==> src/rtl/divseq_pkg.sv <==
// divseq_pkg: shared encodings for the ALU-sharing divide sequencer and EX-stage ALU control.
package divseq_pkg;
  typedef enum logic [2:0] {
    S_IDLE,
    S_ABS_A,
    S_ABS_B,
    S_ITER,
    S_SIGN,
    S_DONE
  } state_e;
  localparam logic [1:0] OP_DIV = 2'b00;
  localparam logic [1:0] OP_DIVU = 2'b01;
  localparam logic [1:0] OP_REM = 2'b10;
  localparam logic [1:0] OP_REMU = 2'b11;
  localparam logic [3:0] ALU_SEL_ADD = 4'b0010;
  localparam logic [3:0] ALU_SEL_SUB = 4'b0110;
  localparam int ITER_COUNT = 32;
endpackage

==> src/rtl/div_sequencer.sv <==
// div_sequencer: RV32M divide controller that borrows the EX-stage ALU for restoring division.
// Define DIVSEQ_SIGNED_EN to enable signed DIV/REM (abs-value and sign-correction steps).
module div_sequencer #(
  parameter int N = 32
) (
  input  logic         clk,
  input  logic         rst,
  input  logic         start_i,
  input  logic [1:0]   op_i,
  input  logic [N-1:0] rs1_i,
  input  logic [N-1:0] rs2_i,
  input  logic         flush_i,
  output logic         busy_o,
  output logic         done_o,
  output logic [N-1:0] result_o,
  output logic [N-1:0] alu_a_o,
  output logic [N-1:0] alu_b_o,
  output logic [3:0]   alu_sel_o,
  input  logic [N-1:0] alu_out_i,
  input  logic         alu_c_i
);
  import divseq_pkg::*;
`ifdef DIVSEQ_SIGNED_EN
  localparam bit SIGNED_EN = 1'b1;
`else
  localparam bit SIGNED_EN = 1'b0;
`endif
  state_e state_q;
  logic [4:0] cnt_q;
  logic [1:0] op_q;
  logic [N-1:0] quo_q, rem_q, dvs_q, result_q;
  logic busy_q, done_q, neg_q_q, neg_r_q;
  logic sgn, ge;
  logic [N-1:0] shl, rem_d, quo_d, sel_val;
  always_comb begin
    sgn = SIGNED_EN & ~op_q[0];
    shl = {rem_q[N-2:0], quo_q[N-1]};
    // rem_q[N-1] set means the shifted value is >= 2^N, so it always exceeds the divisor
    ge = rem_q[N-1] | alu_c_i;
    rem_d = ge ? alu_out_i : shl;
    quo_d = {quo_q[N-2:0], ge};
    sel_val = op_q[1] ? rem_q : quo_q;
    alu_sel_o = busy_q ? ALU_SEL_SUB : ALU_SEL_ADD;
    alu_a_o = state_q == S_ITER ? shl : '0;
    alu_b_o = state_q == S_ABS_A ? quo_q :
              (state_q == S_ABS_B || state_q == S_ITER) ? dvs_q :
              state_q == S_SIGN ? sel_val : '0;
  end
  always_ff @(posedge clk or posedge rst) begin
    if (rst) begin
      state_q <= S_IDLE;
      cnt_q <= '0;
      op_q <= '0;
      quo_q <= '0;
      rem_q <= '0;
      dvs_q <= '0;
      result_q <= '0;
      busy_q <= 1'b0;
      done_q <= 1'b0;
      neg_q_q <= 1'b0;
      neg_r_q <= 1'b0;
    end else if (flush_i) begin
      state_q <= S_IDLE;
      busy_q <= 1'b0;
      done_q <= 1'b0;
      cnt_q <= '0;
    end else begin
      case (state_q)
        S_IDLE: if (start_i) begin
          op_q <= op_i;
          quo_q <= rs1_i;
          dvs_q <= rs2_i;
          rem_q <= '0;
          cnt_q <= '0;
          busy_q <= 1'b1;
          if (rs2_i == '0) begin
            state_q <= S_DONE;
            done_q <= 1'b1;
            result_q <= op_i[1] ? rs1_i : '1;
          end else state_q <= SIGNED_EN ? S_ABS_A : S_ITER;
        end
        S_ABS_A: begin
          if (sgn & quo_q[N-1]) quo_q <= alu_out_i;
          neg_q_q <= sgn & (quo_q[N-1] ^ dvs_q[N-1]);
          neg_r_q <= sgn & quo_q[N-1];
          state_q <= S_ABS_B;
        end
        S_ABS_B: begin
          if (sgn & dvs_q[N-1]) dvs_q <= alu_out_i;
          rem_q <= '0;
          state_q <= S_ITER;
        end
        S_ITER: begin
          rem_q <= rem_d;
          quo_q <= quo_d;
          cnt_q <= cnt_q + 5'd1;
          if (cnt_q == 5'(ITER_COUNT - 1)) begin
            if (SIGNED_EN) state_q <= S_SIGN;
            else begin
              state_q <= S_DONE;
              done_q <= 1'b1;
              result_q <= op_q[1] ? rem_d : quo_d;
            end
          end
        end
        S_SIGN: begin
          result_q <= (op_q[1] ? neg_r_q : neg_q_q) ? alu_out_i : sel_val;
          done_q <= 1'b1;
          state_q <= S_DONE;
        end
        S_DONE: begin
          done_q <= 1'b0;
          busy_q <= 1'b0;
          state_q <= S_IDLE;
        end
        default: state_q <= S_IDLE;
      endcase
    end
  end
  assign busy_o = busy_q;
  assign done_o = done_q;
  assign result_o = result_q;
endmodule

==> config.mk <==
export PLATFORM = sky130hd
export DESIGN_NAME = div_sequencer
export DESIGN_NICKNAME = d
export VERILOG_FILES = /design/src/rtl/divseq_pkg.sv /design/src/rtl/div_sequencer.sv
export SDC_FILE = /design/constraint.sdc
export NUM_CORES = 1
export LEC_CHECK = 0
export CORE_UTILIZATION = 45
export CTS_CLUSTER_DIAMETER = 150
export DETAILED_ROUTE_END_ITERATION = 6
export DONT_BUFFER_PORTS = 1
export PLACE_DENSITY = 0.58
export SYNTH_ARGS = -nofsm -noshare
export SYNTH_HDL_FRONTEND = slang
export SYNTH_SLANG_ARGS = --single-unit
==> constraint.sdc <==
create_clock -name clk -period 9.5 [get_ports clk]
set_input_delay 0.475 -clock clk [delete_from_list [all_inputs] [get_ports clk]]
set_output_delay 0.475 -clock clk [all_outputs]
set_load 0.005 [all_outputs]
==> results of run 1 <==
==> logic make-up after synthesis <==
logic type,after synthesis,share of synthesized area [%]
buffers and inverters,116,6.40
muxes,129,16.7
and+or+nand+nor,201,12.0
AOI/OAI and AO/OA,281,21.1
other,2,0.0939
adders and majority gates,2,0.313
DFF,139,43.5
==> worst reg2reg max path, delay by kind of cell (launching register included) <==
kind	cells	cell delay, ps
AND/OR/NAND/NOR	2	1230
flip-flops	1	530
buffers and inverters	1	410
AO/OA/AOI/OAI	3	1390
==> Yosys cell counts, types with 2 or more instances <==
cell type	instances	share of area [%]
and3_1	2	0.16
inv_1	37	1.7
o31ai_1	31	2.9
clkbuf_1	41	1.9
nand2b_1	2	0.16
a221o_1	31	3.9
nor2_1	40	1.9
a22o_1	2	0.22
mux2i_1	95	12
mux2_2	33	4.6
conb_1	2	0.094
nand2_1	68	3.2
buf_4	5	0.47
dfrtp_1	139	43
buf_6	3	0.42
o21ai_0	72	4.5
buf_1	2	0.094
o32ai_1	2	0.22
nor2b_1	2	0.16
a22oi_1	2	0.19
nor4_1	8	0.63
nand3_1	5	0.31
nor3_1	33	2.1
ha_1	2	0.31
nand4_1	2	0.16
a21oi_1	134	8.4
and2_1	34	2.7
buf_2	28	1.8
==> flip-flops by register name, summed over array words and instances (netlist names) <==
signal and flops:
dvs_q 32, quo_q 32, rem_q 32, result_o 32, cnt_q 5, state_q 3, busy_o 1, done_o 1
op_q 1
==> layout by cell type (no fill, tap or decap), drive strengths merged, types with 2 or more instances in the layout <==
master	Yosys	final
nand2b	2	2
conb	2	3
a21oi	134	134
clkbuf	41	20
clkinv	0	7
a22o	2	2
nand2	69	69
mux2i	95	95
ha	2	2
a221o	31	31
nand3	5	5
mux2	34	34
nor3	33	33
a22oi	2	2
o32ai	2	2
and3	2	2
nor2b	2	2
o31ai	31	31
nor4	8	8
bufinv	0	4
inv	37	37
buf	38	8
dfrtp	139	139
and2	34	34
nor2	41	41
nand4	2	2
o21ai	73	73
==> report_power, final <==
part           total (uW)  internal (uW)  switching (uW)
sequential            930            740             190
clock                 714            452             262
combinational         397            182             215
==> metal layers <==
| metal | share of wire [%] | global-route usage (%) |
|---|---|---|
| met4 | 1.6 | 9.11 |
| met3 | 8.9 | 8.31 |
| met5 | 0 | 0 |
| met2 | 49 | 44.0 |
| met1 | 41 | 34.4 |
==> layout make-up <==
cell class                      instances  area, sq um
Inverter                               37          144
Multi-Input combinational cell        616         4050
Antenna cell                            1         2.50
Tap cell                              225          282
Clock inverter                         12          170
Fill cell                            1607         8650
Timing Repair Buffer                    8         60.1
Sequential cell                       139         3480
Clock buffer                           20          457
==> metrics by stage <==
stage / hold slack, ps / cell area [sq um] / setup WS (ps) / util [%] / instances
6_report: -0.443 / 8650 / 5820 / 50.0 / 1058
5_1_grt: 49.1 / 8650 / 5680 / 50.0 / 1057
4_1_cts: 30.3 / 8650 / 5880 / 50.0 / 1057
3_5_place_dp: 479 / 8020 / 5610 / 46.4 / 1025
3_3_place_gp: 476 / 8020 / 5680 / 46.4 / 1025
2_1_floorplan: 465 / 8000 / 5300 / - / 871
==> worst paths after layout <==
kind,slack (ps),from,endpoint,depth (start not counted)
max,5820,state_q[1],result_o[10],6
min,-0.4,rst,dvs_q[30],1
max reg2reg,5820,state_q[1],result_o[10],6
min reg2reg,510,dvs_q[30],dvs_q[30],1
max in group asynchronous,8060,rst,op_q[1],2
min in group clk,120,flush_i,state_q[0],1
==> results.json, run 1 <==
{
  "run_status": "complete, but fails checks",
  "violations": "hold timing",
  "cp_slowest_cell": "a21oi_4",
  "cp_num_buf_inv": 1,
  "cts_setup_buffers": 0,
  "path_cells": "nor2_1, o21ai_0, a21oi_4, and2_1, buf_4, a21oi_1",
  "relSlewSlack_pct": 17.4,
  "worst_ep_arrival_time_ps": 3960,
  "boundaryPins": 205,
  "grt_use_total_pct": 27.2,
  "start_kind": "flop",
  "drive_above_1_share_pct": 10.1,
  "cp.required_ps": 9790,
  "wire_per_inst_um": 23.1,
  "cts_tree": "built",
  "ys_seq_area_share_pct": 43.5,
  "clock-root-buffer": "clkbuf_16",
  "cp_top_family": "compound AO/OA/AOI/OAI gates",
  "clkLatencyLatePin_ps": 420,
  "cts_sinks": 139,
  "tightest_slew_ps": 1230,
  "setup_viol_count_final": 0,
  "dp_hpwl_um": 15400,
  "synth-main-ff-cell": "dfrtp_1",
  "finalCritPeriodShare_pct": 38.7,
  "rsz0062_at_grt": "no",
  "finClkSkew_ps": 9.33,
  "syn-cell-area_sq_um": 8000,
  "synthDistinctLibCells": 41,
  "viasPerCell": 6.28,
  "finalPower_uw": 2040,
  "ctsHoldBuffers": 0,
  "fmax_ghz": 0.272,
  "synth-warning-count": 0,
  "critPathMaxFanout": 32,
  "floorplan.initialDensity_pct": 46.2,
  "synth-async-reset-ratio_pct": 100,
  "critPathKind": "flop to flop",
  "worst_ir_drop_vdd_mv": 0.131,
  "die_w_um": 135,
  "leakagePower_uw": 0.00377,
  "area_growth_pct": 8.17,
  "synth_seq_cells": 139,
  "drv_cap": 0,
  "wl_um": 24400,
  "synth.avg_cell_area_sq_um": 9.19,
  "final-hold-violation-count": 1,
  "cts.clk_slew.worst_paths_ps": 60,
  "drt_iter0_drc": 526,
  "fp.coreArea_sq_um": 17300,
  "die-area_sq_um": 18300,
  "setup_tns_ps": 0,
  "min_period_ps": 3680,
  "hold_class": "primary input to async pin",
  "synthCells": 870,
  "io_buffers": 0,
  "rows": 48,
  "grt_antenna_before_repair": 0,
  "clock_path_buffers": 2,
  "grt_pass1_vias": 6557,
  "drcViolationCount": 0,
  "slew_violations": 0,
  "vias": 6646,
  "setup.worst_path.end_class": "flop",
  "max_stage_delay_ps": 970,
  "worst_hold_slack_ps": -0.443,
  "ant_nets": 0,
  "num-nets-final": 924,
  "grt_max_degree": 98,
  "ctsResizeCount": 0,
  "synth_edf_count": 0,
  "power.density_nw_per_um2": 236,
  "grt-ovfl-total": 0,
  "grt_pass1_wl_um": 37700,
  "h-tree-depth": 4,
  "firstDrtPassIters": 5,
  "place_congestion": 0.801,
  "cts_buffers": 17,
  "die_h_um": 135
}
No activity file was read; power rests on OpenSTA's default activity.
==> inputs of run 2 (changes only) <==
clock period = 3.4 ns   (was 9.5 ns; I/O delays follow)
==> run 2 against run 1 <==
The flow now finishes without violations; die area did not move; sequential power increased to 2.8 times the previous value; sequential cell count did not move; worst hold slack better by 37 ps; sequential share of layout area decreased by 3.3 points; first-iteration DRC count decreased by 35%; clock skew up 0.69 ps; setup slack worse by 5300 ps; final area rose by 9.1%.
==> results.json, run 2 (synthesis results as in run 1) <==
{
  "cts_tree": "built",
  "vias": 6997,
  "drive_above_1_share_pct": 10.4,
  "clkLatencyLatePin_ps": 420,
  "place_congestion": 0.862,
  "die_w_um": 135,
  "dpl-instance-area_sq_um": 8120,
  "grt_max_degree": 117,
  "ant_nets": 0,
  "area_growth_pct": 18.0,
  "viasPerCell": 6.16,
  "drcViolationCount": 0,
  "rr_endpoint": "result_o[3]",
  "finalCritPeriodShare_pct": 83.3,
  "drv_cap": 0,
  "min_period_ps": 2830,
  "grt_pass1_vias": 7149,
  "worst_ir_drop_vdd_mv": 0.444,
  "io_buffers": 0,
  "floorplan.initialDensity_pct": 46.2,
  "cp-endpoint": "alu_b_o[0]",
  "critPathKind": "flop to output pin",
  "r2r_cells": 7,
  "antenna_cells": 0,
  "final_cell_mix": "138 x dfrtp_1, 133 x a21oi_1, 95 x mux2i_1, 72 x o21ai_0, 69 x dlygate4sd3_1",
  "hold_class": "primary input to flop",
  "finClkSkew_ps": 10.0,
  "leakagePower_uw": 0.00410,
  "setup_viol_count_final": 0,
  "boundaryPins": 205,
  "setup_tns_ps": 0,
  "power.density_nw_per_um2": 611,
  "fp.coreArea_sq_um": 17300,
  "slew_violations": 0,
  "wl_um": 25700,
  "clock_path_buffers": 2,
  "grt-ovfl-total": 0,
  "layout_commonest_cell": "dfrtp_1",
  "setup.worst_path.end_class": "output pin",
  "rsz0062_at_grt": "no",
  "timing.rr.start": "state_q[1]",
  "num-nets-final": 1003,
  "final_area_sq_um": 9430,
  "run_status": "completed",
  "r2r_slack_ps": 920,
  "cts_buffers": 17,
  "h-tree-depth": 4,
  "cp.required_ps": 3230,
  "start_kind": "flop",
  "dp_hpwl_um": 15900,
  "drt_iter0_drc": 344,
  "cts.clk_slew.worst_paths_ps": 60,
  "fill_cells": 1566,
  "die-area_sq_um": 18300,
  "critPathMaxFanout": 18,
  "worst_ep_arrival_time_ps": 2660,
  "wire_per_inst_um": 22.6,
  "ctsResizeCount": 0,
  "grt_pass1_wl_um": 39500,
  "firstDrtPassIters": 5,
  "cts_sinks": 139,
  "cts_setup_buffers": 0,
  "relSlewSlack_pct": 26.0,
  "ctsHoldBuffers": 69,
  "rows": 48,
  "clock-root-buffer": "clkbuf_16",
  "cp-startpoint": "state_q[2]",
  "grt_antenna_before_repair": 0,
  "final-hold-violation-count": 0,
  "grt_use_total_pct": 28.4,
  "die_h_um": 135,
  "fmax_ghz": 0.353,
  "tightest_slew_ps": 1110
}
-- run 2: layout make-up --
class | count | area [sq um] | share of cell area (%)
Multi-Input combinational cell | 616 | 4060 | 43.0
Sequential cell | 139 | 3480 | 36.9
Timing Repair Buffer | 87 | 851 | 9.02
Clock buffer | 22 | 484 | 5.13
Tap cell | 225 | 282 | 2.98
Inverter | 37 | 143 | 1.51
Clock inverter | 10 | 138 | 1.46
-- run 2: how the worst min path moves through the flow --
stage,from,to,slack (ps),cells past startpoint
after floorplan,flush_i,state_q[0],230,1
after global placement,rst,cnt_q[4],110,1
after detailed placement,rst,cnt_q[4],140,1
after CTS,alu_c_i,rem_q[31],20,2
after global routing,alu_c_i,rem_q[31],30,2
final,alu_c_i,rem_q[31],40,2
-- run 2: per-layer routing --
layer  routed length [um]  up-vias  GRT usage (%)
met2                12500      326           47.1
met4                  710        0           12.6
met1                10400     3436           34.9
met5                    0        -              0
met3                 2130       53           7.26
li1                     -     3182              -
-- run 2: critical path, cell delays in order (launching register included) --
cell and delay [ps]:
dfrtp_1 520, inv_1 250, and3_1 750, buf_4 420, a22oi_1 110, o21ai_0 190
-- run 2: power breakdown --
part / switching (uW) / total [uW] / internal [uW]
sequential: 504 / 2570 / 2070
combinational: 655 / 1230 / 577
clock: 729 / 1960 / 1230
total: 1890 / 5760 / 3880
-- run 2: through the flow --
stage	util, %	cells	setup slack, ps	hold WS [ps]	power [uW]
after floorplan	-	871	1490	233	3370
after global placement	47.0	1035	1000	111	3700
after CTS	54.5	1136	639	17.2	5780
after detailed placement	47.0	1035	908	140	3740
final	54.5	1136	568	36.9	5760
after global routing	54.5	1136	504	33.1	6050
==> inputs of run 3 (changes only) <==
clock period = 2.9 ns   (was 3.4 ns; I/O delays follow)
==> run 3 against run 2 <==
Setup slack lost 330 ps; highest routed layer unchanged; sequential power grew 16%; critical path type unchanged; non-clock buffer count grew 10; cell count grew 0.79%; sequential share of layout area shrank 0.32 points.
==> results.json, run 3 (synthesis results as in run 1) <==
{
  "run_status": "completed",
  "cts_buffers": 17,
  "path_cells": "inv_1, and3_1, buf_4, a221o_1",
  "die-area_sq_um": 18300,
  "fp.coreArea_sq_um": 17300,
  "drcViolationCount": 0,
  "drt_iter0_drc": 474,
  "cts_tree": "built",
  "power.density_nw_per_um2": 719,
  "critPathMaxFanout": 22,
  "die_w_um": 135,
  "finClkSkew_ps": 14.6,
  "final-hold-violation-count": 0,
  "h-tree-depth": 4,
  "clock-root-buffer": "clkbuf_16",
  "ctsResizeCount": 0,
  "clock_path_buffers": 2,
  "cts.clk_slew.worst_paths_ps": 60,
  "rsz0062_at_grt": "no",
  "setup_viol_count_final": 0,
  "grt_antenna_before_repair": 0,
  "drv_cap": 0,
  "clkLatencyLatePin_ps": 420,
  "place_inst": 1044,
  "ant_nets": 0,
  "finalCritPeriodShare_pct": 91.9,
  "antenna_cells": 0,
  "hold_class": "primary input to flop",
  "finalPower_uw": 6840,
  "worst_ir_drop_vdd_mv": 0.408,
  "min_period_ps": 2660,
  "grt_max_degree": 61,
  "cp_slowest_cell": "and3_1",
  "grt-ovfl-total": 0,
  "wl_um": 25200,
  "vias": 6979,
  "worst_ep_arrival_time_ps": 2520,
  "rows": 48,
  "final_cell_mix": "138 x dfrtp_1, 133 x a21oi_1, 95 x mux2i_1, 72 x o21ai_0, 70 x dlygate4sd3_1",
  "wire_per_inst_um": 22.0,
  "leakagePower_uw": 0.00414,
  "viasPerCell": 6.10,
  "final_cells": 1145,
  "cts_sinks": 139,
  "dpl-instance-area_sq_um": 8180,
  "relSlewSlack_pct": 29.2,
  "place_congestion": 0.883,
  "start_kind": "flop",
  "die_h_um": 135,
  "fmax_ghz": 0.375,
  "layout_commonest_cell": "dfrtp_1",
  "grt_pass1_wl_um": 39700,
  "max_stage_delay_ps": 570,
  "cp.required_ps": 2760,
  "slew_violations": 0,
  "r2r_slack_ps": 540,
  "firstDrtPassIters": 7,
  "boundaryPins": 205,
  "tightest_slew_ps": 1060,
  "setup_tns_ps": 0,
  "cts_setup_buffers": 0,
  "critPathKind": "flop to output pin",
  "num-nets-final": 1013,
  "floorplan.initialDensity_pct": 46.2,
  "io_buffers": 0,
  "final_area_sq_um": 9520,
  "grt_use_total_pct": 28.7,
  "drive_above_1_share_pct": 11.2,
  "setup.worst_path.end_class": "output pin",
  "area_growth_pct": 19.0,
  "dp_hpwl_um": 16200,
  "grt_pass1_vias": 7086
}
run 3: cell count changes in the layout (fill, tap and decap cells not counted):
cell and delta:
clkbuf_8 -3, clkinvlp_4 +1, buf_4 +10, dlygate4sd3_1 +1
buf_12 -1, bufinv_16 +2, inv_6 -1
run 3: per-stage QoR:
step | worst slack (ps) | util (%) | hold WS [ps]
3_5_place_dp | 601 | 47.3 | 5.78
3_3_place_gp | 643 | 47.3 | 2.27
2_1_floorplan | 1020 | - | 208
5_1_grt | 120 | 55.0 | 12.7
4_1_cts | 288 | 55.0 | 0.907
6_report | 236 | 55.0 | 13.4
run 3: cell type report:
cell class | instances | area [sq um]
repair buffers | 97 | 916
fillers | 1549 | 7780
flip-flops and latches | 139 | 3480
multi-input cells | 616 | 4060
clock buffers | 19 | 443
well taps | 225 | 282
inverters | 37 | 143
clock inverters | 12 | 196
run 3: what timing repair did:
action,in CTS,in global routing
setup endpoints to repair,0,0
hold endpoints to repair,173,0
hold buffers,70,0
run 3: metal layers:
metal  track usage, %  vias to the layer above  wire, um
li1                 -                     3200         -
met1             36.3                     3411     10300
met2             46.5                      324     12200
met3             8.19                       44      2300
met4             10.5                        0       473
met5                0                        -         0
run 3: final timing paths:
path,cells past startpoint,end,from
max in group asynchronous,3,op_q[1],rst
max reg2reg,5,rem_q[1],state_q[0]
min reg2reg,1,dvs_q[15],dvs_q[15]
min,2,rem_q[31],alu_c_i
max,4,alu_b_o[31],state_q[2]
min in group asynchronous,2,dvs_q[28],rst
run 3: where the power goes:
part | switching, uW | leakage [uW] | internal, uW
combinational | 779 | 0.00214 | 687
clock | 846 | 0.000305 | 1540
sequential | 569 | 0.00170 | 2420
run 3: worst max-delay path: cells and delay by family, from the launching register on:
family / cells / cell delay (ps)
compound gates: 1 / 300
buf+inv: 2 / 690
flops: 1 / 520
simple gates: 1 / 570
